$ cat src/rtl/hazard_stall_unit_pkg.sv
// hazard_pkg: shared types and parameter defaults for the hazard/stall unit.
//   hz_state_t       : pipeline-control FSM states (RUN, MEM_WAIT, ERROR)
//   DEF_MEM_TIMEOUT  : default MEM_WAIT cycle limit before the error trap
//   DEF_CNT_W        : default width of the performance counters
package hazard_pkg;

  localparam int unsigned DEF_MEM_TIMEOUT = 255;
  localparam int unsigned DEF_CNT_W       = 16;

  typedef enum logic [1:0] {
    RUN      = 2'd0,
    MEM_WAIT = 2'd1,
    ERROR    = 2'd2
  } hz_state_t;

endpackage

$ cat src/rtl/hazard_stall_unit_sat_counter.sv
// sat_counter: synchronous saturating up-counter.
//   clk   : clock, rising edge
//   clear : synchronous clear, has priority over inc
//   inc   : count up by one unless already all-ones
//   q     : current count
module sat_counter #(
  parameter int unsigned WIDTH = 16
) (
  input  logic             clk,
  input  logic             clear,
  input  logic             inc,
  output logic [WIDTH-1:0] q
);

  logic [WIDTH-1:0] r_q;

  always_ff @(posedge clk) begin
    if (clear) begin
      r_q <= '0;
    end else if (inc && (r_q != '1)) begin
      r_q <= r_q + 1'b1;
    end
  end

  assign q = r_q;

endmodule

$ cat src/rtl/hazard_stall_unit.sv
// hazard_stall_unit: pipeline hazard detection and stall/flush control.
// Detects load-use hazards, taken branches and slow data-memory accesses,
// and drives the stage-register enables / NOP-insert controls.
//   clk, rst                               : clock, synchronous active-high reset
//   rs1IFID, rs2IFID, useRs1IFID, useRs2IFID : IF/ID source operands
//   rdIDEX, MemReadIDEX                    : ID/EX destination and load flag
//   branchTakenEX                          : taken branch resolved in EX
//   dmemReqEXMEM, dmemReady                : data-memory handshake
//   pcWrite, IFIDWrite, IDEXWrite, EXMEMWrite : stage enables
//   IFIDFlush, IDEXBubble, MEMWBBubble     : NOP insertion
//   memError                               : sticky memory-timeout flag
//   stallCount, flushCount                 : saturating perf counters
module hazard_stall_unit
  import hazard_pkg::*;
#(
  parameter int unsigned MEM_TIMEOUT = DEF_MEM_TIMEOUT,
  parameter int unsigned CNT_W       = DEF_CNT_W
) (
  input  logic             clk,
  input  logic             rst,
  input  logic [4:0]       rs1IFID,
  input  logic [4:0]       rs2IFID,
  input  logic             useRs1IFID,
  input  logic             useRs2IFID,
  input  logic [4:0]       rdIDEX,
  input  logic             MemReadIDEX,
  input  logic             branchTakenEX,
  input  logic             dmemReqEXMEM,
  input  logic             dmemReady,
  output logic             pcWrite,
  output logic             IFIDWrite,
  output logic             IDEXWrite,
  output logic             EXMEMWrite,
  output logic             IFIDFlush,
  output logic             IDEXBubble,
  output logic             MEMWBBubble,
  output logic             memError,
  output logic [CNT_W-1:0] stallCount,
  output logic [CNT_W-1:0] flushCount
);

  localparam int unsigned WAIT_W = (MEM_TIMEOUT < 1) ? 1 : $clog2(MEM_TIMEOUT + 1);
  localparam logic [WAIT_W-1:0] TIMEOUT_V = WAIT_W'(MEM_TIMEOUT);

  hz_state_t         r_state;
  hz_state_t         w_next_state;
  logic [WAIT_W-1:0] r_wait_cnt;
  logic              w_load_use;
  logic              w_mem_busy;
  logic              w_freeze;

  assign w_load_use = MemReadIDEX && (rdIDEX != 5'd0) &&
                      ((useRs1IFID && (rdIDEX == rs1IFID)) ||
                       (useRs2IFID && (rdIDEX == rs2IFID)));

  assign w_mem_busy = dmemReqEXMEM && !dmemReady;

  always_ff @(posedge clk) begin
    if (rst) begin
      r_state    <= RUN;
      r_wait_cnt <= '0;
    end else begin
      r_state <= w_next_state;
      if (r_state == RUN && w_next_state == MEM_WAIT) begin
        r_wait_cnt <= '0;
      end else if (r_state == MEM_WAIT) begin
        r_wait_cnt <= r_wait_cnt + 1'b1;
      end
    end
  end

  // The cycle that starts a wait is frozen in RUN already; the ready cycle in
  // MEM_WAIT is not frozen, so branch/load-use rules apply there.
  always_comb begin
    w_next_state = r_state;
    w_freeze     = 1'b0;
    case (r_state)
      RUN: begin
        if (w_mem_busy) begin
          w_next_state = MEM_WAIT;
          w_freeze     = 1'b1;
        end
      end
      MEM_WAIT: begin
        if (dmemReady) begin
          w_next_state = RUN;
        end else begin
          w_freeze = 1'b1;
          if (r_wait_cnt == TIMEOUT_V) begin
            w_next_state = ERROR;
          end
        end
      end
      ERROR: begin
        w_freeze = 1'b1;
      end
      default: begin
        w_next_state = RUN;
      end
    endcase
  end

  always_comb begin
    pcWrite     = 1'b1;
    IFIDWrite   = 1'b1;
    IDEXWrite   = 1'b1;
    EXMEMWrite  = 1'b1;
    IFIDFlush   = 1'b0;
    IDEXBubble  = 1'b0;
    MEMWBBubble = 1'b0;
    if (rst) begin
      pcWrite     = 1'b0;
      IFIDWrite   = 1'b0;
      IDEXWrite   = 1'b0;
      EXMEMWrite  = 1'b0;
      IFIDFlush   = 1'b1;
      IDEXBubble  = 1'b1;
      MEMWBBubble = 1'b1;
    end else if (w_freeze) begin
      pcWrite     = 1'b0;
      IFIDWrite   = 1'b0;
      IDEXWrite   = 1'b0;
      EXMEMWrite  = 1'b0;
      MEMWBBubble = 1'b1;
    end else if (branchTakenEX) begin
      IFIDFlush  = 1'b1;
      IDEXBubble = 1'b1;
    end else if (w_load_use) begin
      pcWrite    = 1'b0;
      IFIDWrite  = 1'b0;
      IDEXBubble = 1'b1;
    end
  end

  assign memError = (r_state == ERROR) && !rst;

  sat_counter #(.WIDTH(CNT_W)) u_stall_cnt (
    .clk   (clk),
    .clear (rst),
    .inc   (!rst && !pcWrite),
    .q     (stallCount)
  );

  sat_counter #(.WIDTH(CNT_W)) u_flush_cnt (
    .clk   (clk),
    .clear (rst),
    .inc   (IFIDFlush),
    .q     (flushCount)
  );

endmodule

$ cat config.mk
export PLATFORM = sky130hd
export DESIGN_NAME = hazard_stall_unit
export DESIGN_NICKNAME = d
export VERILOG_FILES = /design/src/rtl/hazard_stall_unit_pkg.sv /design/src/rtl/hazard_stall_unit_sat_counter.sv /design/src/rtl/hazard_stall_unit.sv
export SDC_FILE = /design/constraint.sdc
export NUM_CORES = 1
export LEC_CHECK = 0
export BUFFER_PORTS_ARGS = -buffer_cell sky130_fd_sc_hd__buf_4
export CORE_MARGIN = 5
export CORE_UTILIZATION = 55
export CTS_CLUSTER_DIAMETER = 200
export DETAILED_ROUTE_END_ITERATION = 6
export PLACE_DENSITY = 0.83
export REMOVE_ABC_BUFFERS = 1
export SLEW_MARGIN = 20
export SYNTH_ARGS = -nofsm -noshare
export SYNTH_HDL_FRONTEND = slang
export SYNTH_SLANG_ARGS = --single-unit
$ cat constraint.sdc
create_clock -name clk -period 4.1 [get_ports clk]
set_input_delay 0.615 -clock clk [delete_from_list [all_inputs] [get_ports clk]]
set_output_delay 0.615 -clock clk [all_outputs]
set_load 0.01 [all_outputs]
After elaboration in Yosys (flattened, before gate mapping)
Cells that the tools add are included.

Register bits: 42. Latch bits: 0. Bits in writable memories: 0. Bits in read-only memories: 0. Input bits: 23. Output and inout bits: 40. Word-level logic and storage cells: 54. Memories kept: 0.

$add $sub $neg: 3. $mul: 0. Divide/modulo/power cells: 0. Order comparisons: 0. Equality and inequality tests: 8. Shifts and indexed selects: 0. Multiplexer cells: 22. Bitwise gates (word level): 0. Reduce and logical (&&, ||, !) cells: 17.

Operators with widths (count): $add A16 B1 Y16 const B (2); $ne A16 B16 Y1 const B (2); $mux W1 (17); $eq A5 B5 Y1 (2); $logic_and A1 B1 Y1 (10); $add A8 B1 Y8 const B (1); $eq A8 B8 Y1 const B (1); $mux W2 (3); $pmux W2 S3 (1); $reduce_bool A5 Y1 (1); $eq A2 B1 Y1 const B (2); $logic_not A1 Y1 (3); $pmux W1 S3 (1); $eq A2 B2 Y1 const B (1); $logic_not A2 Y1 (1); $reduce_or A2 Y1 (1); $logic_or A1 B1 Y1 (1).

Depth between registers and ports, before layout
Gate-level depths: netlist of run 1.

Depth after elaboration: 11. Depth in mapped cells: 8.

Cells and area by module
Synthesis of run 1 repeated with hierarchy kept, for this count alone.

Cell total of the unflattened synthesis: 276. Area, all modules: 2353.5 um^2.

Modules (own cells, without submodules): sat_counter (instances 2, cells each 99, area each 848.3 um^2); hazard_stall_unit (instances 1, cells each 78, area each 656.9 um^2).

Worst setup path before layout of run 1
No wires, ideal clock.

Path type: input to output. Start: in rdIDEX[1]. End: out pcWrite. Arrival: 1.848 ns. Required time: 3.485 ns. Path slack: 1.637 ns. Stages: 6. Buffers on the path: 1. Path through: or4_1 > o21a_1 > nand2_1 > nor2_1 > nor2_1 > buf_4.

Cells in the longest elaborated chain, start to end: 8. Elaborated cells between the ends (all ways): 12.

RTL lines: start: declaration (RTL line hazard_stall_unit.sv:25) `input logic [4:0] rdIDEX,`; $eq A5 B5 Y1 (on tied branches) (RTL line hazard_stall_unit.sv:53, hazard_stall_unit.sv:54); $logic_and A1 B1 Y1 (on tied branches) (RTL line hazard_stall_unit.sv:53, hazard_stall_unit.sv:54); $logic_or A1 B1 Y1 (RTL line hazard_stall_unit.sv:53) `((useRs1IFID && (rdIDEX == rs1IFID)) ||`; $logic_and A1 B1 Y1 (*) (RTL line hazard_stall_unit.sv:52) `assign w_load_use = MemReadIDEX && (rdIDEX != 5'd0) &&`; $mux W1 (*) (4 in series); end: declaration (RTL line hazard_stall_unit.sv:30) `output logic pcWrite,`.

Mark *: on every way between the ends. The rest lies on a longest branch, timed or not.

Worst setup path after layout of run 1
Start: in rdIDEX[1]. End: out IFIDWrite.

Cells in the longest elaborated chain, start to end: 8. Elaborated cells between the ends (all ways): 12.

RTL lines: $eq A5 B5 Y1 (on tied branches) (RTL line hazard_stall_unit.sv:53, hazard_stall_unit.sv:54); $logic_and A1 B1 Y1 (on tied branches) (RTL line hazard_stall_unit.sv:53, hazard_stall_unit.sv:54); $logic_or A1 B1 Y1 (RTL line hazard_stall_unit.sv:53); $logic_and A1 B1 Y1 (*) (RTL line hazard_stall_unit.sv:52); $mux W1 (*) (RTL line hazard_stall_unit.sv:128) `end else if (w_load_use) begin`; $mux W1 (*) (RTL line hazard_stall_unit.sv:125) `end else if (branchTakenEX) begin`; $mux W1 (*) (RTL line hazard_stall_unit.sv:119) `end else if (w_freeze) begin`; $mux W1 (*) (RTL line hazard_stall_unit.sv:111) `if (rst) begin`; end: declaration (RTL line hazard_stall_unit.sv:31) `output logic IFIDWrite,`.

Marked as above.

==> results_dict.tcl, run 1 <==
set metrics [dict create \
    status "complete, no violations" \
    fin_hold_ws_ns 0.502 \
    floorplan.die.width_um 74.9 \
    finalSetupTns_ns 0 \
    ant_nets 0 \
    start_kind "input port" \
    ctsResizeCount 0 \
    synth_cells 263 \
    fin_ws_ns 1.55 \
    synthFlopType "dfxtp_1" \
    power_frac_seq 0.459 \
    fin_crit_ns 2.55 \
    numCtsBuffers 5 \
    r2r_slack_ns 1.92 \
    fmax_mhz 392 \
    max_slew_margin 0.373 \
    synth_edf_count 0 \
    syn_to_final_growth_pct 25.6 \
    synth_top_family_by_area "simple AND/OR/NAND/NOR gates" \
    p_sw_uw 209 \
    cp_data_required_time_ns 3.48 \
    grt_pass1_vias 2059 \
    io_pins 63 \
    synth_top_cell_by_area "dfxtp_1" \
    yosys-top-cells-area "dfxtp_1 (36%), xnor2_1 (6.1%), xor2_1 (5.3%), nor2_1 (5.0%), nand4_1 (4.1%)" \
    cts_setup_buffers 0 \
    holdPathStages 2 \
    hp-class "flop to flop" \
    cts-root-buf "clkbuf_8" \
    die_h_um 74.9 \
    antenna_found_initial 0 \
    start_util 0.575 \
    n_fill_cell 343 \
    whs_endpoint "r_wait_cnt[5]" \
    peakVddDrop_uv 289 \
    yosys.area_share.adder 0.0162 \
    mostFrequentLayoutCell "buf_4" \
    ys_types 48 \
    grtUsageTotal 0.196 \
    reg2reg_from "u_stall_cnt.q[0]" \
    power.density_nw_per_um2 313 \
    rsz0062_at_grt "false" \
    yosys.area_share.simple 0.264 \
    yosys_warnings 0 \
    tightestPinTransition_ns 0.928 \
    p_int_uw 703 \
    drive_gt1_frac 0.285 \
    dr_total_vias 2172 \
    critical_path_arrival_ns 1.94 \
    coreArea_um2 4030 \
    grt_max_degree 36 \
    cts.sinks 42 \
    synth_seq_cells 42 \
    cellLeakagePower_nw 1.12 \
    syn_avg_cell_area_um2 8.81 \
    grt_pass1_wl_um 8810 \
    synth_area_um2 2320 \
    viasPerCell 5.82 \
    hold_violations 0 \
    fin_skew_ns 0.00670 \
    portBuffers 62 \
    synthArstFlopShare 0 \
    synth_compound_area_frac 0.173 \
    die-area_um2 5610 \
    gp_congestion 0.781 \
    route.final.wire_length_um 5290 \
    fin_crit_sh 0.622 \
    pwr-share-comb 0.108 \
    slew_violations 0 \
    clkSlewWorstSetupHoldPaths_ns 0.08 \
    min-delay-start "r_wait_cnt[5]" \
    synth_top_area_share 0.363 \
    r2r_cells 7 \
    dr.first_iter.drc_count 121 \
    p_clk_frac 0.433 \
    final_nets 348 \
    rr_endpoint "u_stall_cnt.q[3]" \
    preCtsSetupSlack_ns 1.54 \
    rows 23 \
    holdBufCountCts 0 \
    firstDrtPassIters 4 \
    synthXorXnorAreaFrac 0.113 \
    cap_viol_max_count 0 \
    post_drt_wl_per_cell_um 14.2 \
    netSwitchingFraction 0.229 \
    overflow 0 \
    critPathKind "input port to output port" \
    drc 0 \
    cts_tree "built" \
    htree_levels 2 \
    end_kind "output port" \
    mostFrequentLayoutCells "buf_4 (63), dfxtp_1 (42), nor2_1 (31), nand2_1 (17), nand3_1 (17)" \
    muxShareOfSynthArea 0.0194 \
    setup_viol 0 \
    diodes 0 \
    synth-seq-area-share 0.363 \
    clk-insertion-delay-late_ns 0.30 \
    critPathMaxFanout 3 \
    place_hpwl_um 3870 \
    cts_buffer_depth 2 \
]
## worst max path at each step
stage,start,to,cells after the start
final,rdIDEX[1],IFIDWrite,7
after global routing,rdIDEX[1],pcWrite,7
after global placement,rdIDEX[1],IFIDWrite,7
after detailed placement,rdIDEX[1],IFIDWrite,7
after floorplan,rdIDEX[1],IFIDWrite,5
after CTS,rdIDEX[1],IFIDWrite,7
## cells in the mapped netlist, types with 4 or more instances
master / count
o21ai_0: 7
or4_1: 4
or3_1: 9
buf_6: 4
a21oi_1: 16
nand2_1: 17
xor2_1: 14
inv_1: 6
dfxtp_1: 42
o21ai_1: 5
o31ai_1: 4
and3_1: 6
nand3_1: 17
xnor2_1: 16
nand4_1: 15
nor3_1: 4
nor2_1: 31
## metrics by stage
step	utilization	cell area, um^2	power, mW	std cells
floorplan	-	2240	0.475	252
global placement	0.688	2770	0.524	365
detailed placement	0.688	2770	0.526	365
CTS	0.722	2910	0.916	373
global route	0.722	2910	0.944	373
finish	0.722	2910	0.912	373
## cells by family (layout without fill, tap and decap cells)
group | Yosys count | count (layout)
DFF | 42 | 42
xor gates and xnor gates | 30 | 30
muxes | 4 | 4
and+or+nand+nor | 115 | 115
adders and majority gates | 3 | 3
buffers and inverters | 18 | 78
AOI/OAI and AO/OA | 51 | 51
## area by class of cell
type,count,area (um^2),area share
clock buffer,5,68.8,0.0237
clock inverter,3,68.8,0.0237
inverter,7,38.8,0.0133
multi-input combinational,203,1360,0.466
sequential,42,841,0.289
tap,50,62.6,0.0215
timing repair buffer,63,473,0.163
## flip-flops by register name (all words and copies together), names as in the netlist
register	count
u_flush_cnt.q	16
r_state	2
u_stall_cnt.q	16
r_wait_cnt	8
## power by group through the flow
| stage | Sequential (mW) | Clock [mW] | Combinational (mW) |
|---|---|---|---|
| final | 0.418 | 0.395 | 0.0981 |
| after global routing | 0.419 | 0.417 | 0.107 |
| after CTS | 0.418 | 0.398 | 0.0988 |
| after detailed placement | 0.428 | 0 | 0.0981 |
| after global placement | 0.428 | 0 | 0.0961 |
| after floorplan | 0.429 | 0 | 0.0465 |
## layer usage
layer  vias to the layer above  share of wire  track usage
met5                         -              0            0
met4                         0         0.0085       0.0553
met3                         6          0.069       0.0454
met2                        70           0.50        0.342
met1                      1030           0.42        0.240
li1                       1066              -            -
## worst max-delay path, cell delays in order
cell and delay, ns:
buf_4 0.12, or4_1 0.56, o21a_1 0.25, nand2_1 0.09
nor2_1 0.04, nor2_1 0.12, buf_4 0.14
(Power assumes the default switching activity.)
==> run 2, diff against run 1 <==
Settings changed: ABC_AREA set to 1, CORE_UTILIZATION 55 to 54, PLACE_DENSITY 0.83 to 0.8.
Clock period 4.1 ns to 2.5 ns, I/O delays scaled along.
==> run 2 against run 1 <==
  * Area after synthesis grew 13%
  * First-iteration DRC count is 38% higher
  * Sequential power is 64% higher
  * Worst hold slack got worse by 0.13 ns
  * Register-to-register slack got worse by 1.4 ns
  * Non-clock buffer count unchanged
  * Cell count is 41% higher
  * Clock skew grew 0.0017 ns
  * Via count is 22% higher
==> results_dict.tcl, run 2 <==
set metrics [dict create \
    rows 25 \
    start_kind "flop" \
    drive_gt1_frac 0.222 \
    hp-class "input port to flop" \
    dr.first_iter.drc_count 167 \
    rr_endpoint "u_flush_cnt.q[0]" \
    tightestPinTransition_ns 0.618 \
    cap_viol_max_count 0 \
    synth_top_area_share 0.321 \
    htree_levels 2 \
    post_drt_wl_per_cell_um 11.5 \
    fin_crit_ns 2.06 \
    cts.sinks 42 \
    dp_cells 518 \
    peakVddDrop_uv 253 \
    syn_to_final_growth_pct 22.1 \
    r2r_slack_ns 0.50 \
    yosys-top-cells-area "dfxtp_1 (32%), nand2_1 (16%), inv_1 (6.9%), nor2_1 (6.2%), nand4_1 (5.5%)" \
    cts-root-buf "clkbuf_8" \
    n_fill_cell 432 \
    setup_viol 0 \
    crit_start "r_state[1]" \
    synth-seq-area-share 0.321 \
    clk-insertion-delay-late_ns 0.29 \
    place_hpwl_um 4580 \
    fmax_mhz 486 \
    r2r_cells 8 \
    gp_congestion 0.864 \
    drc 0 \
    synth_edf_count 0 \
    clkSlewWorstSetupHoldPaths_ns 0.08 \
    viasPerCell 5.02 \
    die-area_um2 6350 \
    firstDrtPassIters 4 \
    numCtsBuffers 5 \
    route.final.wire_length_um 6050 \
    slowest_delay_ns 0.31 \
    cts_setup_buffers 0 \
    yosys_warnings 0 \
    cts_buffer_depth 2 \
    synth.most_common_cell "nand2_1" \
    dr_total_vias 2642 \
    overflow 0 \
    mostFrequentLayoutCells "nand2_1 (111), buf_4 (63), inv_1 (48), nor2_1 (43), dfxtp_1 (42)" \
    antenna_found_initial 0 \
    fin_area_um2 3200 \
    critical_path_arrival_ns 1.68 \
    io_pins 63 \
    crit_path_end "IFIDWrite" \
    die_h_um 79.7 \
    synth_common_cells "nand2_1 (111), inv_1 (48), nor2_1 (43), dfxtp_1 (42)" \
    end_kind "output port" \
    synth_seq_cells 42 \
    power.density_nw_per_um2 406 \
    synth_cells 400 \
    start_util 0.555 \
    holdBufCountCts 0 \
    finalSetupTns_ns 0 \
    ant_nets 0 \
    layout.cells.non_filler 526 \
    cp_data_required_time_ns 2.12 \
    ctsResizeCount 0 \
    mostFrequentLayoutCell "nand2_1" \
    ys_types 28 \
    grt_pass1_vias 2343 \
    cts_tree "built" \
    slowest_stage "dfxtp_1" \
    final_nets 484 \
    cellLeakagePower_nw 1.40 \
    floorplan.die.width_um 79.7 \
    portBuffers 62 \
    synth_top_cell_by_area "dfxtp_1" \
    fin_crit_sh 0.823 \
    path_cells "inv_2 > nor2_1 > a31oi_2 > nand2_2 > a21oi_1 > buf_4" \
    diodes 0 \
    reg2reg_from "u_flush_cnt.q[0]" \
    synthArstFlopShare 0 \
    rsz0062_at_grt "false" \
    synth_area_um2 2620 \
    fin_skew_ns 0.00836 \
    status "complete, no violations" \
    critPathKind "flop to output port" \
    syn_avg_cell_area_um2 6.55 \
    place_area_um2 3110 \
    hold_violations 0 \
    max_slew_margin 0.584 \
    slew_violations 0 \
    grtUsageTotal 0.195 \
    synthFlopType "dfxtp_1" \
    critPathMaxFanout 19 \
    grt_max_degree 29 \
    fin_util 0.678 \
    grt_pass1_wl_um 10100 \
    coreArea_um2 4720 \
]
==> run 2: changes by cell type in the layout (fill, tap and decap cells not counted), moves of 5 or more <==
cell	before	now
and3_1	6	0
a21oi_1	16	23
or3_1	9	0
inv_1	6	48
a21oi_2	1	9
xnor2_1	16	9
nor2_1	31	43
o21ai_1	5	0
nand2_1	17	111
nand2_2	1	13
nand4_1	15	23
==> run 2: layer usage <==
metal | routed length (um) | GRT usage
met1 | 2770 | 0.249
met5 | 0 | 0
met4 | 63 | 0.0567
met2 | 2950 | 0.330
met3 | 271 | 0.0418
==> run 2: through the flow <==
stage	setup slack, ns	total power [mW]	hold slack, ns
global placement	0.495	0.859	0.469
CTS	0.447	1.31	0.369
detailed placement	0.468	0.862	0.487
finish	0.442	1.30	0.370
global route	0.286	1.37	0.391
floorplan	0.715	0.781	0.437
==> run 2: layout make-up <==
type | count | area [um^2] | area share
Tap cell | 67 | 83.8 | 0.0262
Inverter | 52 | 195 | 0.0610
Timing Repair Buffer | 63 | 473 | 0.148
Clock buffer | 6 | 82.6 | 0.0258
Multi-Input combinational cell | 294 | 1510 | 0.473
Sequential cell | 42 | 841 | 0.263
Clock inverter | 2 | 12.5 | 0.00391
==> run 2: power breakdown <==
group / internal (mW) / switching [mW] / leakage [nW]
Sequential: 0.676 / 0.00877 / 0.339
Clock: 0.222 / 0.233 / 0.0472
Combinational: 0.0643 / 0.0964 / 1.02
==> run 2: worst min path at each step <==
stage | to | cells after the start | start | slack [ns]
final | r_state[0] | 4 | dmemReady | 0.37
after global routing | r_state[1] | 4 | dmemReady | 0.39
after CTS | r_state[0] | 4 | dmemReady | 0.37
after detailed placement | r_wait_cnt[1] | 2 | r_wait_cnt[1] | 0.49
after global placement | r_wait_cnt[1] | 2 | r_wait_cnt[1] | 0.47
after floorplan | u_stall_cnt.q[10] | 1 | rst | 0.44
==> run 2: cell families (layout without fill, tap and decap cells) <==
kind of cell / count (synthesis) / after routing / share of synthesized area
AO/OA/AOI/OAI: 41 / 41 / 0.0950
flip-flops: 42 / 42 / 0.321
buffers and inverters: 64 / 123 / 0.102
AND/OR/NAND/NOR: 229 / 229 / 0.398
XOR/XNOR: 21 / 21 / 0.0702
adder cells (fa/ha/maj): 3 / 3 / 0.0143
==> run 2: critical path, delay by kind of cell (launching register included) <==
kind / cells / cell delay [ns]
buffers and inverters: 2 / 0.24
AOI/OAI and AO/OA: 2 / 0.51
DFF: 1 / 0.31
and+or+nand+nor: 2 / 0.33
